$ cat src/rtl/dmem_pkg.sv
// Shared types and helpers for the data-memory load/store sequencer.
package dmem_pkg;

    // Load/store width and signedness encoding carried on req_ctrl.
    typedef enum logic [2:0] {
        DM_B  = 3'b000,
        DM_H  = 3'b001,
        DM_W  = 3'b010,
        DM_BU = 3'b100,
        DM_HU = 3'b101
    } dmctrl_e;

    // Sequencer states.
    typedef enum logic [1:0] {
        IDLE   = 2'd0,
        ACCESS = 2'd1,
        DRAIN  = 2'd2,
        RESP   = 2'd3
    } state_e;

    localparam int DM_MAX_BYTES = 4;

    // Number of SRAM byte accesses for an encoding; illegal encodings report 1
    // so the range check stays well defined (they are rejected anyway).
    function automatic logic [2:0] dm_nbytes(input logic [2:0] ctrl);
        case (ctrl)
            DM_H, DM_HU: dm_nbytes = 3'd2;
            DM_W:        dm_nbytes = 3'd4;
            default:     dm_nbytes = 3'd1;
        endcase
    endfunction

    // Encodings with no defined load/store meaning.
    function automatic logic dm_illegal(input logic [2:0] ctrl);
        dm_illegal = (ctrl == 3'b011) || (ctrl == 3'b110) || (ctrl == 3'b111);
    endfunction

endpackage

$ cat src/rtl/dmem_load_extend.sv
// Sign/zero extension of an assembled little-endian load word.
module dmem_load_extend
    import dmem_pkg::*;
(
    input  logic [31:0] raw,
    input  logic [2:0]  ctrl,
    output logic [31:0] ext
);

    // Select extension from the low byte/half according to the encoding.
    always_comb begin
        ext = raw;
        case (ctrl)
            DM_B:    ext = {{24{raw[7]}}, raw[7:0]};
            DM_H:    ext = {{16{raw[15]}}, raw[15:0]};
            DM_BU:   ext = {24'd0, raw[7:0]};
            DM_HU:   ext = {16'd0, raw[15:0]};
            default: ext = raw;
        endcase
    end

endmodule

$ cat src/rtl/dmem_access_sequencer.sv
// Load/store sequencer: one request per handshake, one SRAM byte per cycle,
// one response pulse per request. Bad requests never touch the SRAM.
module dmem_access_sequencer
    import dmem_pkg::*;
#(
    parameter int ADDR_W       = 12,
    parameter bit MISALIGN_ERR = 1'b1
) (
    input  logic              clk,
    input  logic              rst,
    input  logic              req_valid,
    output logic              req_ready,
    input  logic              req_we,
    input  logic [31:0]       req_addr,
    input  logic [31:0]       req_wdata,
    input  logic [2:0]        req_ctrl,
    output logic              resp_valid,
    output logic              resp_err,
    output logic [31:0]       resp_rdata,
    output logic              mem_en,
    output logic              mem_we,
    output logic [ADDR_W-1:0] mem_addr,
    output logic [7:0]        mem_wdata,
    input  logic [7:0]        mem_rdata
);

    localparam logic [32:0] DEPTH = 33'd1 << ADDR_W;

    state_e state, state_nx;

    // Latched request
    logic              we_q;
    logic [ADDR_W-1:0] addr_q;
    logic [31:0]       wdata_q;
    logic [2:0]        ctrl_q;
    logic              err_q;

    // Byte sequencing and load capture
    logic [1:0]  k_q;
    logic        rd_pend_q;
    logic [1:0]  rd_lane_q;
    logic [31:0] ld_data_q;
    logic [31:0] ld_ext;
    logic [2:0]  nbytes_q;
    logic        last_byte;
    logic [7:0]  wbyte;

    // Accept-time request checks
    logic        accept;
    logic [2:0]  in_nbytes;
    logic [32:0] in_last;
    logic        in_misalign;
    logic        req_err;

    assign accept    = req_valid & req_ready;
    assign in_nbytes = dm_nbytes(req_ctrl);
    // 33-bit sum so an address that wraps past 2^32 still counts as out of range
    assign in_last   = {1'b0, req_addr} + {30'd0, in_nbytes} - 33'd1;

    assign in_misalign = MISALIGN_ERR &&
                         ((((req_ctrl == DM_H) || (req_ctrl == DM_HU)) && req_addr[0]) ||
                          ((req_ctrl == DM_W) && (req_addr[1:0] != 2'b00)));

    assign req_err   = dm_illegal(req_ctrl) || in_misalign || (in_last >= DEPTH);

    assign nbytes_q  = dm_nbytes(ctrl_q);
    assign last_byte = ({1'b0, k_q} == (nbytes_q - 3'd1));

    dmem_load_extend u_ext (
        .raw  (ld_data_q),
        .ctrl (ctrl_q),
        .ext  (ld_ext)
    );

    // State register
    always_ff @(posedge clk) begin
        if (rst) state <= IDLE;
        else     state <= state_nx;
    end

    // Next-state logic
    always_comb begin
        state_nx = state;
        case (state)
            IDLE:    if (accept) state_nx = req_err ? RESP : ACCESS;
            ACCESS:  if (last_byte) state_nx = we_q ? RESP : DRAIN;
            DRAIN:   state_nx = RESP;
            RESP:    state_nx = IDLE;
            default: state_nx = IDLE;
        endcase
    end

    // Request latch, byte counter and load-byte capture (read data lags issue by one cycle)
    always_ff @(posedge clk) begin
        if (rst) begin
            we_q      <= 1'b0;
            addr_q    <= '0;
            wdata_q   <= '0;
            ctrl_q    <= '0;
            err_q     <= 1'b0;
            k_q       <= '0;
            rd_pend_q <= 1'b0;
            rd_lane_q <= '0;
            ld_data_q <= '0;
        end else begin
            if (accept) begin
                we_q      <= req_we;
                addr_q    <= req_addr[ADDR_W-1:0];
                wdata_q   <= req_wdata;
                ctrl_q    <= req_ctrl;
                err_q     <= req_err;
                k_q       <= '0;
                ld_data_q <= '0;
            end else if (state == ACCESS) begin
                k_q <= k_q + 2'd1;
            end
            rd_pend_q <= (state == ACCESS) && !we_q;
            rd_lane_q <= k_q;
            if (rd_pend_q) ld_data_q[{rd_lane_q, 3'b000} +: 8] <= mem_rdata;
        end
    end

    // Store byte for the current lane
    always_comb begin
        wbyte = wdata_q[7:0];
        case (k_q)
            2'd0: wbyte = wdata_q[7:0];
            2'd1: wbyte = wdata_q[15:8];
            2'd2: wbyte = wdata_q[23:16];
            2'd3: wbyte = wdata_q[31:24];
            default: wbyte = wdata_q[7:0];
        endcase
    end

    // Outputs; everything held at 0 while rst is high
    always_comb begin
        req_ready  = 1'b0;
        resp_valid = 1'b0;
        resp_err   = 1'b0;
        resp_rdata = '0;
        mem_en     = 1'b0;
        mem_we     = 1'b0;
        mem_addr   = '0;
        mem_wdata  = '0;
        if (!rst) begin
            case (state)
                IDLE: req_ready = 1'b1;
                ACCESS: begin
                    mem_en    = 1'b1;
                    mem_we    = we_q;
                    mem_addr  = addr_q + ADDR_W'(k_q);
                    mem_wdata = wbyte;
                end
                RESP: begin
                    resp_valid = 1'b1;
                    resp_err   = err_q;
                    resp_rdata = (err_q || we_q) ? 32'd0 : ld_ext;
                end
                default: ;
            endcase
        end
    end

endmodule

$ cat config.mk
export PLATFORM = sky130hd
export DESIGN_NAME = dmem_access_sequencer
export DESIGN_NICKNAME = d
export VERILOG_FILES = /design/src/rtl/dmem_pkg.sv /design/src/rtl/dmem_load_extend.sv /design/src/rtl/dmem_access_sequencer.sv
export SDC_FILE = /design/constraint.sdc
export NUM_CORES = 1
export LEC_CHECK = 0
export BUFFER_PORTS_ARGS = -buffer_cell sky130_fd_sc_hd__buf_2
export CAP_MARGIN = 5
export CELL_PAD_IN_SITES_DETAIL_PLACEMENT = 1
export CELL_PAD_IN_SITES_GLOBAL_PLACEMENT = 2
export CORE_UTILIZATION = 31
export CTS_CLUSTER_DIAMETER = 100
export CTS_CLUSTER_SIZE = 25
export DETAILED_ROUTE_END_ITERATION = 10
export PLACE_DENSITY_LB_ADDON = 0.3
export REMOVE_ABC_BUFFERS = 1
export SETUP_SLACK_MARGIN = 0.15
export SKIP_LAST_GASP = 1
export SLEW_MARGIN = 20
export SYNTH_ARGS = -nofsm -noshare
export SYNTH_HDL_FRONTEND = slang
export SYNTH_SLANG_ARGS = --single-unit
$ cat constraint.sdc
create_clock -name clk -period 5.9 [get_ports clk]
set_clock_uncertainty 0.05 [all_clocks]
set_input_delay 1.18 -clock clk [delete_from_list [all_inputs] [get_ports clk]]
set_output_delay 1.18 -clock clk [all_outputs]
set_load 0.05 [all_outputs]
==> results of run 1 <==
sequential cells by signal, indices dropped and copies added (netlist names):
signal and flops:
we_q 1, rd_pend_q 1, rd_lane_q 2, err_q 1, k_q 2, wdata_q 32
state 2, addr_q 12, ld_data_q 32, ctrl_q 3
worst max-delay path: cells and delay by family:
kind / cells / cell delay [ns]
adder cells (fa/ha/maj): 2 / 0.84
buffers and inverters: 1 / 0.12
AND/OR/NAND/NOR: 5 / 1.38
AO/OA/AOI/OAI: 6 / 1.49
layer usage:
metal	track usage (%)	vias to the layer above	routed length [um]
li1	-	3289	-
met1	25.6	3050	9770
met2	30.8	121	9070
met3	2.23	12	675
met4	4.84	0	210
met5	0	-	0
final timing paths:
path / startpoint / to / slack (ns)
worst max-delay path: req_ctrl[0] / state[1]$_SDFFE_PP0P_ / 1.05
worst min-delay path: wdata_q[0]$_SDFFE_PP0P_ / wdata_q[0]$_SDFFE_PP0P_ / 0.41
worst max register to register: state[0]$_SDFFE_PP0P_ / ld_data_q[11]$_SDFF_PP0_ / 3.10
worst min register to register: wdata_q[0]$_SDFFE_PP0P_ / wdata_q[0]$_SDFFE_PP0P_ / 0.41
area by class of cell:
| cell class | instances | area, sq um |
|---|---|---|
| well taps | 270 | 338 |
| multi-input cells | 644 | 4160 |
| repair buffers | 138 | 698 |
| fillers | 2566 | 12700 |
| clock inverters | 6 | 72.6 |
| flip-flops and latches | 88 | 1760 |
| clock buffers | 10 | 239 |
| inverters | 75 | 282 |
cell families after synthesis:
group	count (synthesis)	share of synthesized area [%]
buffers and inverters	121	7.56
AOI/OAI and AO/OA	290	30.5
and+or+nand+nor	280	20.8
muxes	8	1.35
xor gates and xnor gates	15	2.05
adders and majority gates	51	10.2
DFF	88	27.5
where the power goes:
| part | internal, mW | switching, mW | leakage [nW] |
|---|---|---|---|
| Combinational | 0.227 | 0.427 | 2.40 |
| Clock | 0.345 | 0.251 | 0.150 |
| Sequential | 0.677 | 0.0683 | 0.718 |
| Total | 1.25 | 0.746 | 3.27 |
placed cells by master, fill, tap and decap left out, types with 7 or more instances in the layout:
master / instances
nand3_1: 28
xnor2_1: 7
nand4_1: 10
o21a_1: 10
buf_2: 135
o31ai_1: 10
a31oi_1: 7
ha_1: 49
inv_1: 75
or3_1: 7
and2_1: 15
dfxtp_1: 88
a21o_1: 12
a22o_1: 32
o21ai_0: 75
xor2_1: 8
nor3_1: 14
nor2_1: 60
clkbuf_16: 9
a21oi_1: 74
a222oi_1: 8
nand2_1: 107
metrics by stage:
step | hold WS [ns] | cells | setup slack [ns] | area [sq um] | utilization, %
2_1_floorplan | 0.385 | 807 | 0.946 | 6200 | -
3_3_place_gp | 0.395 | 1215 | 0.814 | 7240 | 35.8
3_5_place_dp | 0.400 | 1215 | 0.731 | 7240 | 35.8
4_1_cts | 0.412 | 1231 | 1.09 | 7550 | 37.3
5_1_grt | 0.433 | 1231 | 0.790 | 7550 | 37.3
6_report | 0.412 | 1231 | 1.05 | 7550 | 37.3
==> flow_summary.ini, run 1 <==
[timing]
finalSetupViolCount = 0
tightest_slew_ns = 0.995
min_period_over_period_pct = 82.1
slew_headroom_pct = 33.2
rsz0062_at_grt = false
hold_viol_final = 0
fin_crit_ns = 4.85
max_freq_mhz = 206
slew_viol_final = 0
finalSetupTns_ns = 0

[yosys]
synth_area_per_cell_sq_um = 7.50
synthTopCellsByArea = dfxtp_1 28%, ha_1 9.6%, nand2_1 6.3%
ys_seq_area_share_pct = 27.5
synth_commonest_cells = 107 x nand2_1, 88 x dfxtp_1, 75 x inv_1, 75 x o21ai_0, 74 x a21oi_1
synth-edff-count = 0
yosysWarnings = 0
yosysMostFrequentCell = nand2_1
ys_ff_latch = 88
syn-instance-count = 853
yosysUniqueCellTypes = 76
yosysTopAreaCell = dfxtp_1
synth-async-reset-ratio_pct = 0
synth_top_cell_area_share_pct = 27.5
synth_flop_cell = dfxtp_1
syn-cell-area_sq_um = 6400

[power_and_ir_drop]
total_power_mw = 1.99
power_density_nw_per_um2 = 264
leakagePower_nw = 3.27
ir_drop_uv = 130

[grt]
grt_pass1_vias = 6372
grt_usage_pct = 18.6
grt_max_degree = 73
grt_overflow = 0
grt_pass1_wl_um = 32500
antenna_found_initial = 0

[flow_run]
cap_violations = 0

[finish]
synthToLayoutAreaGrowth_pct = 18.0
drive_gt1_share_pct = 17.8
antennaDiodeCount = 0
final_nets = 1086

[die]
num_rows = 52
die_area_sq_um = 21200
ios = 136
die_x_um = 146
core_sq_um = 20200
die_y_um = 146
start_util_pct = 31.6

[detailed_routing]
first_pass_iters = 5
drc = 0
drt_wl_total_um = 19700
viasPerCell = 5.26
wl_per_cell_um = 16.0
drtAntennaViolNets = 0
drt_iter0_drc = 241
vias = 6472

[clock_tree]
clock-sinks = 88
numCtsBuffers = 9
cts.path.max_buffers = 2
insertion_delay_ns = 0.34
ctsResizeCount = 0
holdBufCountCts = 0
clk_pin_slew_ns = 0.07
ctsHtreeMaxLevel = 3
cts_tree = built
cts_root_buffer = clkbuf_16
cts_setup_buffers = 0

[placed_design]
portBuffers = 135
place.gp.congestion = 0.826
hpwl_um = 15200

[min_path]
hold_depth = 2
min-delay-path-class = register to register

[worst_setup_path]
worstSetupPathType = input port to register
slowest_delay_ns = 0.53
arrival_ns = 5.02
critPathLaunchType = input port
cp_max_fo = 6
path_cells = buf_2 -> or3b_2 -> ha_1 -> fa_1 -> nor2b_4 -> o2111ai_1 -> a211oi_2 -> or3_1 -> o21ai_0 -> a2111oi_0 -> nand4_1 -> nor4_2 -> a41o_1 -> o31ai_1
cp_slowest_cell = or3b_2
crit_path_end_kind = register
cp_data_required_time_ns = 6.07
worst_r2r_path_depth = 7

[status]
status = finished clean
Power figures use the tool's default switching activity.
==> run 2, diff against run 1 <==
--- a/config.mk
+++ b/config.mk
@@ -5,11 +5,12 @@
 export SDC_FILE = /design/constraint.sdc
 export NUM_CORES = 1
 export LEC_CHECK = 0
+export ABC_AREA = 1
 export BUFFER_PORTS_ARGS = -buffer_cell sky130_fd_sc_hd__buf_2
 export CAP_MARGIN = 5
 export CELL_PAD_IN_SITES_DETAIL_PLACEMENT = 1
 export CELL_PAD_IN_SITES_GLOBAL_PLACEMENT = 2
-export CORE_UTILIZATION = 31
+export CORE_UTILIZATION = 27
 export CTS_CLUSTER_DIAMETER = 100
 export CTS_CLUSTER_SIZE = 25
 export DETAILED_ROUTE_END_ITERATION = 10
==> constraint.sdc (replaced) <==
create_clock -name clk -period 4.4 [get_ports clk]
set_clock_uncertainty 0.05 [all_clocks]
set_input_delay 0.88 -clock clk [delete_from_list [all_inputs] [get_ports clk]]
set_output_delay 0.88 -clock clk [all_outputs]
set_load 0.05 [all_outputs]
==> run 2 against run 1 <==
  * Die area grew 19%
  * Non-clock buffer count grew 1
  * Register-to-register slack lost 1.0 ns
  * Clock power grew 35%
  * Sequential share of layout area shrank 1.3 points
  * Setup slack lost 0.31 ns
  * Largest power group unchanged
==> flow_summary.ini, run 2 <==
[status]
status = finished clean

[timing]
finalSetupTns_ns = 0
hold_ws_ns = 0.427
hold_viol_final = 0
rsz0062_at_grt = false
max_freq_mhz = 274
fin_crit_ns = 3.65
finalSetupViolCount = 0
min_period_over_period_pct = 83.0
slew_headroom_pct = 47.7
tightest_slew_ns = 0.783
slew_viol_final = 0

[worst_setup_path]
critPathLaunchType = register
cp_data_required_time_ns = 3.47
path_cells = inv_1 -> nand2_2 -> nor3_2 -> o311ai_2 -> buf_4 -> a21oi_1 -> buf_2
slowest_delay_ns = 0.56
reg2reg_from = state[0]$_SDFFE_PP0P_
crit_path_end_kind = output pin
cp_max_fo = 19
worst_r2r_path_depth = 10
crit_start = ctrl_q[1]$_SDFFE_PP0P_
cp_slowest_cell = dfxtp_1
worstSetupPathType = register to output pin
arrival_ns = 2.72

[clock_tree]
holdBufCountCts = 0
clock-sinks = 88
ctsHtreeMaxLevel = 3
cts_setup_buffers = 0
cts.path.max_buffers = 2
numCtsBuffers = 9
insertion_delay_ns = 0.35
ctsResizeCount = 0
clk_pin_slew_ns = 0.07
cts_root_buffer = clkbuf_16
cts_tree = built

[yosys]
synth-edff-count = 0
synth_area_per_cell_sq_um = 6.25
yosysWarnings = 0
yosysUniqueCellTypes = 37
synth-async-reset-ratio_pct = 0
yosysMostFrequentCell = nand2_1
syn-cell-area_sq_um = 6660
synthTopCellsByArea = dfxtp_1 26%, nand2_1 17%, inv_1 12%
ys_ff_latch = 88
yosysTopAreaCell = dfxtp_1
synth_commonest_cells = 304 x nand2_1, 206 x inv_1, 92 x nor2_1
syn-instance-count = 1065
synth_flop_cell = dfxtp_1
synth_top_cell_area_share_pct = 26.5
ys_seq_area_share_pct = 26.5

[grt]
grt_max_degree = 46
grt_overflow = 0
grt_pass1_vias = 7217
grt_pass1_wl_um = 36600
grt_usage_pct = 17.8
antenna_found_initial = 0

[power_and_ir_drop]
leakagePower_nw = 4.12
p_sw_mw = 1.09
ir_drop_uv = 138
clkPwrFrac_pct = 29.1
power_density_nw_per_um2 = 345
p_int_mw = 1.67
power_frac_seq_pct = 35.6
p_comb_share_pct = 35.2
p_sw_share_pct = 39.4

[die]
die_area_sq_um = 25300
die_y_um = 159
start_util_pct = 27.5
core_sq_um = 24200
die_x_um = 159
num_rows = 57
ios = 136

[finish]
final_cell_mix = 304 x nand2_1, 206 x inv_1, 135 x buf_2, 92 x nor2_1, 88 x dfxtp_1
multi_input_area_sq_um = 4010
seq_area_sq_um = 1760
nFillCells = 3205
top_regs = ld_data_q (32), wdata_q (32), addr_q (12)
antennaDiodeCount = 0
stdcell_count = 1522
final_common_cell = nand2_1
synthToLayoutAreaGrowth_pct = 20.0
drive_gt1_share_pct = 16.2
final_nets = 1323

[placed_design]
hpwl_um = 18300
portBuffers = 135
place.gp.congestion = 0.793
dp_cells = 1506

[min_path]
min_from = wdata_q[20]$_SDFFE_PP0P_
min-delay-path-class = register to register
hold_depth = 1

[detailed_routing]
drc = 0
vias = 7035
wl_per_cell_um = 14.6
first_pass_iters = 4
drtAntennaViolNets = 0
drt_iter0_drc = 230
drt_wl_total_um = 22300
viasPerCell = 4.62

[flow_run]
cap_violations = 0
[run 2: worst paths after layout]
| kind | endpoint | slack [ns] |
|---|---|---|
| max reg2reg | state[0]$_SDFFE_PP0P_ | 2.07 |
| min reg2reg | wdata_q[20]$_SDFFE_PP0P_ | 0.43 |
| max | resp_rdata[20] | 0.75 |
| min | wdata_q[20]$_SDFFE_PP0P_ | 0.43 |
[run 2: layout make-up]
class / instances / share of cell area, %
Tap cell: 324 / 5.07
Multi-Input combinational cell: 741 / 50.1
Inverter: 214 / 10.0
Clock buffer: 9 / 2.82
Timing Repair Buffer: 139 / 8.83
Sequential cell: 88 / 22.0
Clock inverter: 7 / 1.10
[run 2: layer usage]
metal  wire [um]  up-vias  track usage, %
met5           0        -               0
met4         237        0            4.15
met3         534       15            1.88
met2       10500      104            31.4
met1       11000     3246            23.3
li1            -     3670               -
[run 2: metrics by stage]
step	utilization (%)	power, mW	worst slack (ns)	area (sq um)
4_1_cts	33.0	2.80	0.710	8000
3_3_place_gp	31.7	1.97	0.818	7680
2_1_floorplan	-	1.66	0.0853	6570
5_1_grt	33.0	2.95	0.561	8000
3_5_place_dp	31.7	1.98	0.730	7680
6_report	33.0	2.75	0.749	8000
[run 2: power groups by stage]
stage / clock (mW) / combinational (mW) / sequential [mW]
after floorplan: 0 / 0.687 / 0.976
after global placement: 0 / 0.974 / 0.997
after detailed placement: 0 / 0.982 / 0.999
after CTS: 0.827 / 0.989 / 0.981
after global routing: 0.850 / 1.11 / 0.995
final: 0.803 / 0.971 / 0.981
[run 2: cells by family (layout without fill, tap and decap cells)]
family                   Yosys count  after routing  synth area share, %
AO/OA/AOI/OAI                    174            174                 17.0
XOR/XNOR                           4              4                0.526
adder cells (fa/ha/maj)           51             51                 9.81
buffers and inverters            236            369                 13.4
flip-flops                        88             88                 26.5
AND/OR/NAND/NOR                  512            512                 32.8
[run 2: worst max-delay path, delay by kind of cell, from the launching register on]
| family | cells | cell delay (ns) |
|---|---|---|
| AO/OA/AOI/OAI | 2 | 0.28 |
| AND/OR/NAND/NOR | 2 | 0.75 |
| flip-flops | 1 | 0.56 |
| buffers and inverters | 3 | 0.77 |
